`src/rtl/alu_seq_ctrl.sv`:
```
// Multi-cycle fetch/decode/execute sequencer for the 8-bit alu datapath.
// Owns the accumulator, carry flag, program counter and an 8-entry register file.
module alu_seq_ctrl #(
    parameter int PC_W     = 8,
    parameter int RESET_PC = 0
) (
    input  logic            clk,
    input  logic            rst_n,
    input  logic            start,
    output logic [PC_W-1:0] imem_addr,
    output logic            imem_re,
    input  logic [11:0]     imem_rdata,
    input  logic            imem_valid,
    output logic [3:0]      alu_op,
    output logic [7:0]      alu_a,
    output logic [7:0]      alu_b,
    output logic            alu_ci,
    input  logic [7:0]      alu_out,
    input  logic            alu_cy,
    output logic [7:0]      acc,
    output logic            cy,
    output logic [PC_W-1:0] pc,
    output logic            busy,
    output logic            halted
);

    typedef enum logic [1:0] {
        S_IDLE,
        S_FETCH,
        S_EXEC,
        S_HALT
    } state_t;

    localparam logic [3:0] OP_NOP  = 4'h0;
    localparam logic [3:0] OP_LDI  = 4'h1;
    localparam logic [3:0] OP_ADD  = 4'h2;
    localparam logic [3:0] OP_ADC  = 4'h3;
    localparam logic [3:0] OP_SUB  = 4'h4;
    localparam logic [3:0] OP_SBB  = 4'h5;
    localparam logic [3:0] OP_AND  = 4'h6;
    localparam logic [3:0] OP_OR   = 4'h7;
    localparam logic [3:0] OP_XOR  = 4'h8;
    localparam logic [3:0] OP_NOT  = 4'h9;
    localparam logic [3:0] OP_STA  = 4'hA;
    localparam logic [3:0] OP_LDA  = 4'hB;
    localparam logic [3:0] OP_JMP  = 4'hC;
    localparam logic [3:0] OP_JC   = 4'hD;
    localparam logic [3:0] OP_SETC = 4'hE;
    localparam logic [3:0] OP_HLT  = 4'hF;

    localparam logic [3:0] ALU_ADD  = 4'b0000;
    localparam logic [3:0] ALU_SUB  = 4'b0001;
    localparam logic [3:0] ALU_AND  = 4'b0010;
    localparam logic [3:0] ALU_OR   = 4'b0011;
    localparam logic [3:0] ALU_XOR  = 4'b0100;
    localparam logic [3:0] ALU_NOT  = 4'b0101;
    localparam logic [3:0] ALU_PASS = 4'b1111;

    state_t          state, state_nxt;
    logic [11:0]     ir;
    logic [7:0]      rf [8];
    logic [3:0]      opc;
    logic [7:0]      field;
    logic [2:0]      rn;
    logic [7:0]      rn_val;
    logic [7:0]      acc_nxt;
    logic            cy_nxt;
    logic [PC_W-1:0] pc_nxt;
    logic            rf_we;

    // Jump targets come from the 8-bit field, resized to the pc width.
    function automatic logic [PC_W-1:0] to_pc(input logic [7:0] f);
        return PC_W'(f);
    endfunction

    assign opc    = ir[11:8];
    assign field  = ir[7:0];
    assign rn     = field[2:0];
    assign rn_val = rf[rn];

    assign imem_addr = pc;
    assign imem_re   = (state == S_FETCH);
    assign busy      = (state == S_FETCH) || (state == S_EXEC);
    assign halted    = (state == S_HALT);
    assign alu_a     = acc;

    // ALU drive: idle pattern everywhere except EXEC of an ALU-using opcode.
    always_comb begin
        alu_op = ALU_PASS;
        alu_b  = 8'h00;
        alu_ci = 1'b0;
        if (state == S_EXEC) begin
            case (opc)
                OP_LDI: alu_b = field;
                OP_ADD: begin
                    alu_op = ALU_ADD;
                    alu_b  = rn_val;
                end
                OP_ADC: begin
                    alu_op = ALU_ADD;
                    alu_b  = rn_val;
                    alu_ci = cy;
                end
                OP_SUB: begin
                    alu_op = ALU_SUB;
                    alu_b  = rn_val;
                end
                OP_SBB: begin
                    alu_op = ALU_SUB;
                    alu_b  = rn_val;
                    alu_ci = cy;
                end
                OP_AND: begin
                    alu_op = ALU_AND;
                    alu_b  = rn_val;
                end
                OP_OR: begin
                    alu_op = ALU_OR;
                    alu_b  = rn_val;
                end
                OP_XOR: begin
                    alu_op = ALU_XOR;
                    alu_b  = rn_val;
                end
                OP_NOT: alu_op = ALU_NOT;
                OP_LDA: alu_b = rn_val;
                default: ;
            endcase
        end
    end

    // Next state and writeback values; writeback only commits at the end of EXEC.
    always_comb begin
        state_nxt = state;
        acc_nxt   = acc;
        cy_nxt    = cy;
        pc_nxt    = pc;
        rf_we     = 1'b0;
        case (state)
            S_IDLE, S_HALT: begin
                if (start) state_nxt = S_FETCH;
            end
            S_FETCH: begin
                if (imem_valid) state_nxt = S_EXEC;
            end
            S_EXEC: begin
                state_nxt = S_FETCH;
                pc_nxt    = pc + PC_W'(1);
                case (opc)
                    OP_LDI, OP_SUB, OP_SBB, OP_AND, OP_OR,
                    OP_XOR, OP_NOT, OP_LDA: acc_nxt = alu_out;
                    OP_ADD, OP_ADC: begin
                        acc_nxt = alu_out;
                        cy_nxt  = alu_cy;
                    end
                    OP_STA:  rf_we = 1'b1;
                    OP_JMP:  pc_nxt = to_pc(field);
                    OP_JC: begin
                        if (cy) pc_nxt = to_pc(field);
                    end
                    OP_SETC: cy_nxt = field[0];
                    OP_HLT:  state_nxt = S_HALT;
                    default: ;
                endcase
            end
            default: state_nxt = S_IDLE;
        endcase
    end

    always_ff @(posedge clk or negedge rst_n) begin
        if (!rst_n) begin
            state <= S_IDLE;
            pc    <= PC_W'(RESET_PC);
            acc   <= 8'h00;
            cy    <= 1'b0;
            ir    <= 12'h000;
            for (int i = 0; i < 8; i++) rf[i] <= 8'h00;
        end else begin
            state <= state_nxt;
            pc    <= pc_nxt;
            acc   <= acc_nxt;
            cy    <= cy_nxt;
            if (state == S_FETCH && imem_valid) ir <= imem_rdata;
            if (rf_we) rf[rn] <= acc;
        end
    end

endmodule

```
`config.mk`:
```
export PLATFORM = sky130hd
export DESIGN_NAME = alu_seq_ctrl
export DESIGN_NICKNAME = d
export VERILOG_FILES = /design/src/rtl/alu_seq_ctrl.sv
export SDC_FILE = /design/constraint.sdc
export NUM_CORES = 1
export LEC_CHECK = 0
export BUFFER_PORTS_ARGS = -buffer_cell sky130_fd_sc_hd__buf_2
export CAP_MARGIN = 40
export CORE_ASPECT_RATIO = 0.5
export CORE_MARGIN = 2
export CORE_UTILIZATION = 40
export CTS_CLUSTER_SIZE = 28
export DETAILED_ROUTE_END_ITERATION = 7
export MAX_ROUTING_LAYER = met4
export PLACE_DENSITY_LB_ADDON = 0.3
export SETUP_SLACK_MARGIN = 0.3
export SYNTH_ARGS = -nofsm -noshare
export SYNTH_HDL_FRONTEND = slang
export SYNTH_SLANG_ARGS = --single-unit
```
`constraint.sdc`:
```
create_clock -name clk -period 5.1 [get_ports clk]
set_clock_uncertainty 0.1 [all_clocks]
set_input_delay 0.255 -clock clk [delete_from_list [all_inputs] [get_ports clk]]
set_output_delay 0.255 -clock clk [all_outputs]
set_load 0.05 [all_outputs]
```
==> results of run 1 <==
layer usage:
| layer | share of wire (%) | vias up | track usage [%] |
|---|---|---|---|
| met5 | 0 | - | - |
| met4 | 0.93 | 0 | 4.36 |
| met3 | 4.6 | 9 | 4.04 |
| met2 | 45 | 58 | 26.4 |
| met1 | 49 | 1617 | 24.6 |
| li1 | - | 1476 | - |
state kept, by name, summed over array words and instances (netlist names):
signal / cells
cy: 1
rf: 64
acc: 8
ir: 12
imem_addr: 8
state: 2
Yosys cell counts (all sizes together), types with 2 or more instances:
cell	number
a21boi	4
a21oi	2
a22oi	3
a2bb2oi	3
buf	27
clkbuf	10
dfrtp	95
ha	5
inv	10
mux2	90
mux2i	9
mux4	11
nand2	21
nand2b	5
nand3	5
nand3b	3
nor2	11
nor2b	3
nor3	3
nor3b	3
nor4	2
o211a	2
o21a	2
o21ai	14
o22ai	7
o31ai	5
or3	2
kinds of logic (layout without fill, tap and decap cells):
| family | count (synthesis) | after routing | synth area share (%) |
|---|---|---|---|
| buf+inv | 47 | 104 | 5.39 |
| mux | 110 | 110 | 28.1 |
| simple gates | 65 | 65 | 7.89 |
| flops | 95 | 95 | 49.5 |
| compound gates | 54 | 54 | 7.84 |
| fa+ha+maj | 5 | 5 | 1.30 |
worst max-delay path, stage by stage, from the launching register on:
cell and delay (ns):
sky130_fd_sc_hd__dfrtp_1 0.42, sky130_fd_sc_hd__inv_1 0.08, sky130_fd_sc_hd__ha_1 0.67, sky130_fd_sc_hd__nand2_1 0.24
sky130_fd_sc_hd__or4_4 0.54, sky130_fd_sc_hd__nor3b_4 0.60, sky130_fd_sc_hd__mux2_2 0.41
path summary, 6_finish.rpt:
check / to / slack (ns) / depth (start not counted)
worst max-delay path: rf[43] / 1.92 / 6
worst min-delay path: acc[5] / 0.04 / 2
worst max register to register: rf[43] / 1.92 / 6
worst min register to register: rf[28] / 0.39 / 1
max in group asynchronous: rf[1] / 3.43 / 3
min in group asynchronous: rf[49] / 0.32 / 2
stage by stage:
stage | total power [mW] | cells | utilization (%) | setup WS (ns) | instance area (um^2)
2_1_floorplan | 2.45 | 376 | - | 1.89 | 4810
3_3_place_gp | 2.72 | 582 | 44.1 | 2.01 | 5200
3_5_place_dp | 2.74 | 583 | 44.2 | 1.95 | 5200
4_1_cts | 3.39 | 598 | 46.7 | 1.94 | 5490
5_1_grt | 3.57 | 598 | 46.7 | 1.74 | 5490
6_report | 3.35 | 598 | 46.7 | 1.92 | 5490
cell type report:
| class | count | area [um^2] |
|---|---|---|
| Inverter | 10 | 37.5 |
| Sequential cell | 95 | 2380 |
| Tap cell | 165 | 206 |
| Multi-Input combinational cell | 234 | 2170 |
| Clock buffer | 11 | 253 |
| Clock inverter | 3 | 27.5 |
| Fill cell | 1103 | 6280 |
| Timing Repair Buffer | 80 | 420 |
power by group:
| group | internal, mW | switching [mW] |
|---|---|---|
| Sequential | 0.929 | 0.311 |
| Clock | 0.356 | 0.280 |
| Combinational | 0.498 | 0.979 |
| Total | 1.78 | 1.57 |
==> impl_table.tex, run 1 <==
\begin{tabular}{lr}
\hline
Metric & Value \\
\hline
\multicolumn{2}{l}{\textbf{Place}} \\
\quad PortBufs & 73 \\
\quad Post-DP HPWL & 7000 um \\
\quad Weighted congestion reported at the end of routability-driven placement & 0.740 \\
\multicolumn{2}{l}{\textbf{Critical path}} \\
\quad Data required time of the worst path & 5.23 ns \\
\quad Largest driver fanout on the critical path & 27 \\
\quad Crit. End Element & flip-flop \\
\quad Launching element type of the critical path & flip-flop \\
\quad Worst setup path startpoint & state[0] \\
\quad Crit Path Category & flip-flop to flip-flop \\
\quad Beginning of the worst register-to-register path & state[0] \\
\quad Arrival time at the worst endpoint & 3.31 ns \\
\multicolumn{2}{l}{\textbf{Global route}} \\
\quad Largest net degree at the start of global routing & 60 \\
\quad Initial antenna violation count & 0 \\
\quad All-layer global routing usage & 17.7\% \\
\quad First-pass GRT wire length & 17,000 um \\
\quad Via count of the first global-routing pass & 3,027 \\
\quad Leftover overflow at the end of global routing & 0 \\
\multicolumn{2}{l}{\textbf{Cells and area}} \\
\quad Number of antenna cells inserted & 0 \\
\quad Number of nets in the layout & 460 \\
\quad Highest-count cells in the layout ignoring fill and taps & sky130\_fd\_sc\_hd\_\_dfrtp\_1 (95), sky130\_fd\_sc\_hd\_\_mux2\_2 (89), sky130\_fd\_sc\_hd\_\_buf\_2 (73) \\
\quad Layout cell share with drive strength beyond 1 & 46.7\% \\
\quad Commonest non-fill, non-tap cell in the layout & sky130\_fd\_sc\_hd\_\_dfrtp\_1 \\
\quad Area growth from synthesis to layout & 14.3\% \\
\multicolumn{2}{l}{\textbf{STA}} \\
\quad Final Hold Viols & 0 \\
\quad RSZ-0062 raised after global routing & false \\
\quad Setup violations, final & 0 \\
\quad Final period utilization & 62.4\% \\
\quad WHS & 0.0412 ns \\
\quad Final number of max-transition violations & 0 \\
\quad Final total negative setup slack & 0 ns \\
\quad Worst slew pin tran & 0.796 ns \\
\quad Post-layout min period & 3.18 ns \\
\quad Max\_slew headroom & 46.9\% \\
\quad Maximum clock rate & 314 MHz \\
\multicolumn{2}{l}{\textbf{CTS}} \\
\quad Number of sinks handled by clock tree synthesis & 95 \\
\quad Root Buffer & sky130\_fd\_sc\_hd\_\_clkbuf\_16 \\
\quad Clock Latency Late Sink & 0.34 ns \\
\quad TritonCTS clock tree & yes \\
\quad Post CTS Setup Buffer Count & 0 \\
\quad Clk buf depth & 2 \\
\quad CTS H-tree depth & 3 \\
\quad Count of hold-fix buffers inserted at cts & 1 \\
\quad Clock slew at reported path FFs & 0.07 ns \\
\quad Total clock buffers created by CTS & 9 \\
\quad Post-CTS resize count & 0 \\
\multicolumn{2}{l}{\textbf{Drt}} \\
\quad Average wire per standard cell & 17.4 um \\
\quad Number of DRC markers after the initial detailed-route iteration & 198 \\
\quad Total routed wirelength & 10,400 um \\
\quad Routed vias & 3,160 \\
\quad Drt first pass iters & 4 \\
\quad Residual antenna-violating net count after detailed routing & 0 \\
\quad Number of vias per cell & 5.28 \\
\quad DR DRC count & 0 \\
\multicolumn{2}{l}{\textbf{Hold path}} \\
\quad Hold Path Origin & alu\_out[5] \\
\quad Hold Path Class & input pin to flip-flop \\
\multicolumn{2}{l}{\textbf{Logic synthesis}} \\
\quad Synthesized area divided by synthesized cell count & 12.8 um\^{}2 \\
\quad Syn Inst Count & 376 \\
\quad Async set-reset flop share out of synthesis & 100\% \\
\quad Part of the Yosys area used for sequential elements & 49.5\% \\
\quad Yosys synthesis warning count & 0 \\
\quad Post-synthesis sequential element count & 95 \\
\quad Library cell with the largest summed area after synthesis & sky130\_fd\_sc\_hd\_\_dfrtp\_1 \\
\quad Synthesized cell area & 0.00481 mm\^{}2 \\
\quad Synth unique cells & 55 \\
\quad Number of flops mapped to enable cells by yosys & 0 \\
\quad Share of the synthesized area in the top cell type & 49.5\% \\
\quad Nets in the synthesized netlist & 406 \\
\quad Dominant register cell in the synthesized netlist & sky130\_fd\_sc\_hd\_\_dfrtp\_1 \\
\quad Leading post-synthesis cells by cell area & sky130\_fd\_sc\_hd\_\_dfrtp\_1 (49\%), sky130\_fd\_sc\_hd\_\_mux2\_2 (21\%), sky130\_fd\_sc\_hd\_\_mux4\_2 (5.2\%), sky130\_fd\_sc\_hd\_\_buf\_4 (2.5\%), sky130\_fd\_sc\_hd\_\_mux2i\_1 (1.9\%) \\
\multicolumn{2}{l}{\textbf{Power and ir drop}} \\
\quad Power density over the cells & 611 mW/mm\^{}2 \\
\quad Leakage component of the power & 2.68 nW \\
\quad Peak supply drop & 0.243 mV \\
\multicolumn{2}{l}{\textbf{Status}} \\
\quad Outcome & completed \\
\multicolumn{2}{l}{\textbf{Floorplanning}} \\
\quad Placeable core region & 0.0118 mm\^{}2 \\
\quad Vert. Die Dim & 81.5 um \\
\quad Die Footprint & 0.0130 mm\^{}2 \\
\quad Starting utilization of the core area & 40.8\% \\
\quad Overall die width & 159 um \\
\quad Placement Rows & 28 \\
\quad Top-level I/O count & 74 \\
\multicolumn{2}{l}{\textbf{Run}} \\
\quad Max Cap Violations & 0 \\
\hline
\end{tabular}
No activity file was read; power rests on OpenSTA's default activity.
==> inputs of run 2 (changes only) <==
- clock period: 5.1 -> 3 ns (I/O delays scaled with it)
==> impl_table.tex, run 2 (synthesis results as in run 1) <==
\begin{tabular}{lr}
\hline
Metric & Value \\
\hline
\multicolumn{2}{l}{\textbf{Critical path}} \\
\quad Arrival time at the worst endpoint & 2.33 ns (was 3.31 ns) \\
\quad Beginning of the worst register-to-register path & state[0] (unchanged) \\
\quad Crit Path Category & flip-flop to output pin (was flip-flop to flip-flop) \\
\quad R2R cell count & 6 (unchanged) \\
\quad Maximum cell stage delay along the critical path & 0.49 ns (was 0.67 ns) \\
\quad Slack of the worst reg-to-reg path & 0.58 ns (was 1.92 ns) \\
\quad Standard cell with the maximum stage delay on the critical path & sky130\_fd\_sc\_hd\_\_dfrtp\_1 (was sky130\_fd\_sc\_hd\_\_ha\_1) \\
\quad Worst setup path startpoint & ir[10] (was state[0]) \\
\quad Launching element type of the critical path & flip-flop (unchanged) \\
\quad Cell chain of the critical path & nand2b\_4, o31ai\_2, o21ai\_0, buf\_2, o31ai\_2, buf\_2 (was inv\_1, ha\_1, nand2\_1, or4\_4, nor3b\_4, mux2\_2) \\
\quad Data required time of the worst path & 2.75 ns (was 5.23 ns) \\
\quad Crit. End Element & output pin (was flip-flop) \\
\quad R2r endpoint & rf[26] (was rf[43]) \\
\quad Largest driver fanout on the critical path & 10 (was 27) \\
\multicolumn{2}{l}{\textbf{Drt}} \\
\quad Number of vias per cell & 5.17 (was 5.28) \\
\quad Routed vias & 3,234 (was 3,160) \\
\quad Total routed wirelength & 10,700 um (was 10,400 um) \\
\quad Number of DRC markers after the initial detailed-route iteration & 161 (was 198) \\
\quad DR DRC count & 0 (unchanged) \\
\quad Average wire per standard cell & 17.2 um (was 17.4 um) \\
\quad Residual antenna-violating net count after detailed routing & 0 (unchanged) \\
\quad Drt first pass iters & 4 (unchanged) \\
\multicolumn{2}{l}{\textbf{Hold path}} \\
\quad Hold Path Origin & start (was alu\_out[5]) \\
\quad Worst hold path endpoint & state[0] (was acc[5]) \\
\quad Worst hold path stage count & 3 (was 2) \\
\quad Hold Path Class & input pin to flip-flop (unchanged) \\
\multicolumn{2}{l}{\textbf{Power and ir drop}} \\
\quad Peak supply drop & 0.414 mV (was 0.243 mV) \\
\quad Cell internal pwr & 3.15 mW (was 1.78 mW) \\
\quad Power density over the cells & 1010 mW/mm\^{}2 (was 611 mW/mm\^{}2) \\
\quad Relative contribution of the clock network to total power & 20.1\% (was 19.0\%) \\
\quad Sequential power share & 35.8\% (was 37.0\%) \\
\quad Fraction of power consumed by combinational cells & 44.1\% (was 44.0\%) \\
\quad Sw power & 2.74 mW (was 1.57 mW) \\
\quad Switching share of power & 46.5\% (was 46.8\%) \\
\quad Leakage component of the power & 2.81 nW (was 2.68 nW) \\
\multicolumn{2}{l}{\textbf{Cells and area}} \\
\quad Area growth from synthesis to layout & 20.8\% (was 14.3\%) \\
\quad Register with the most flip-flops & rf (unchanged) \\
\quad Layout cell share with drive strength beyond 1 & 46.9\% (was 46.7\%) \\
\quad Biggest regs & rf (64), ir (12) (unchanged) \\
\quad Number of flip-flops under the largest register name & 64 (unchanged) \\
\quad Commonest non-fill, non-tap cell in the layout & sky130\_fd\_sc\_hd\_\_dfrtp\_1 (unchanged) \\
\quad Count of placed standard cells in the final layout, fillers left out & 626 (was 598) \\
\quad Number of nets in the layout & 486 (was 460) \\
\quad Number of antenna cells inserted & 0 (unchanged) \\
\quad Highest-count cells in the layout ignoring fill and taps & sky130\_fd\_sc\_hd\_\_dfrtp\_1 (93), sky130\_fd\_sc\_hd\_\_mux2\_2 (89), sky130\_fd\_sc\_hd\_\_buf\_2 (72) (was sky130\_fd\_sc\_hd\_\_dfrtp\_1 (95), sky130\_fd\_sc\_hd\_\_mux2\_2 (89), sky130\_fd\_sc\_hd\_\_buf\_2 (73)) \\
\multicolumn{2}{l}{\textbf{Floorplanning}} \\
\quad Overall die width & 159 um (unchanged) \\
\quad Placement Rows & 28 (unchanged) \\
\quad Vert. Die Dim & 81.5 um (unchanged) \\
\quad Starting utilization of the core area & 40.8\% (unchanged) \\
\quad Die Footprint & 0.0130 mm\^{}2 (unchanged) \\
\quad Top-level I/O count & 74 (unchanged) \\
\quad Placeable core region & 0.0118 mm\^{}2 (unchanged) \\
\multicolumn{2}{l}{\textbf{STA}} \\
\quad Setup violations, final & 0 (unchanged) \\
\quad Max\_slew headroom & 52.8\% (was 46.9\%) \\
\quad Fin worst setup slack & 0.418 ns (was 1.92 ns) \\
\quad Final period utilization & 86.1\% \\
\quad Post-layout min period & 2.58 ns \\
\quad RSZ-0062 raised after global routing & false (unchanged) \\
\quad Final total negative setup slack & 0 ns (unchanged) \\
\quad Final number of max-transition violations & 0 (unchanged) \\
\quad Worst slew pin tran & 0.707 ns (was 0.796 ns) \\
\quad Final Hold Viols & 0 (unchanged) \\
\quad Maximum clock rate & 387 MHz \\
\quad WHS & 0.0721 ns (was 0.0412 ns) \\
\multicolumn{2}{l}{\textbf{Place}} \\
\quad \# placed instances & 589 (was 583) \\
\quad Post-DP HPWL & 7020 um (was 7000 um) \\
\quad Weighted congestion reported at the end of routability-driven placement & 0.783 (was 0.740) \\
\quad Place WS & 0.502 ns (was 1.95 ns) \\
\quad PortBufs & 73 (unchanged) \\
\multicolumn{2}{l}{\textbf{CTS}} \\
\quad Number of sinks handled by clock tree synthesis & 95 (unchanged) \\
\quad Total clock buffers created by CTS & 9 (unchanged) \\
\quad CTS H-tree depth & 3 (unchanged) \\
\quad TritonCTS clock tree & yes (unchanged) \\
\quad Clock slew at reported path FFs & 0.07 ns (about the same) \\
\quad Clock Latency Late Sink & 0.34 ns (about the same) \\
\quad Root Buffer & sky130\_fd\_sc\_hd\_\_clkbuf\_16 (unchanged) \\
\quad Clk buf depth & 2 (unchanged) \\
\multicolumn{2}{l}{\textbf{Global route}} \\
\quad First-pass GRT wire length & 17,400 um (was 17,000 um) \\
\quad All-layer global routing usage & 17.8\% (was 17.7\%) \\
\quad Initial antenna violation count & 0 (unchanged) \\
\quad Via count of the first global-routing pass & 3,192 (was 3,027) \\
\quad Leftover overflow at the end of global routing & 0 (unchanged) \\
\quad Largest net degree at the start of global routing & 96 (was 60) \\
\multicolumn{2}{l}{\textbf{Run}} \\
\quad Max Cap Violations & 0 (unchanged) \\
\multicolumn{2}{l}{\textbf{Status}} \\
\quad Outcome & completed (unchanged) \\
\hline
\end{tabular}
## run 2: cell count changes in the layout (fill, tap and decap cells not counted), sizes merged
cell and change:
buf +6, bufinv +1, clkbuf -1, dlygate4sd3 +20, inv +2
## run 2: cell type report
cell class              count  area (um^2)
clock buffers              10          229
clock inverters             6         77.6
fillers                  1054         5970
inverters                  10         37.5
multi-input cells         234         2190
flip-flops and latches     95         2380
well taps                 165          206
repair buffers            106          684
## run 2: layer usage
metal,track usage (%),share of wire [%],wire [um]
met1,24.8,52,5540
met2,27.0,44,4720
met3,3.38,3.1,328
met4,5.18,1.3,144
met5,-,0,0
## run 2: how the worst max path moves through the flow
| stage | to | cells after the start | slack [ns] |
|---|---|---|---|
| floorplan | alu_ci | 6 | 0.37 |
| global route | alu_b[3] | 6 | 0.31 |
| global placement | alu_b[0] | 5 | 0.48 |
| CTS | alu_b[4] | 6 | 0.30 |
| finish | alu_b[4] | 6 | 0.42 |
| detailed placement | rf[34] | 4 | 0.50 |
## run 2: stage by stage
| stage | util [%] | total power [mW] | area (um^2) |
|---|---|---|---|
| floorplan | - | 4.18 | 4820 |
| global placement | 44.8 | 4.67 | 5270 |
| detailed placement | 44.8 | 4.70 | 5270 |
| CTS | 49.2 | 5.91 | 5800 |
| global route | 49.3 | 6.21 | 5810 |
| finish | 49.3 | 5.89 | 5810 |
## run 2: power groups by stage
stage	clock network [mW]	logic, mW	registers (mW)
after floorplan	0	1.93	2.24
after detailed placement	0	2.57	2.13
after CTS	1.20	2.61	2.10
after global routing	1.25	2.78	2.19
final	1.18	2.60	2.11
after global placement	0	2.55	2.12
## run 2: critical path, delay by kind of cell (launching register included)
kind / cells / cell delay (ns)
compound gates: 3 / 0.76
buf+inv: 2 / 0.53
flops: 1 / 0.49
simple gates: 1 / 0.21
## run 2: repair_timing
item / 4_1_cts / 5_1_grt
endpoints found under the hold margin: 115 / 0
hold buffers: 21 / 0
setup endpoints to repair: 2 / 6
buffers inserted: 0 / 0
gates resized for setup: 2 / 5
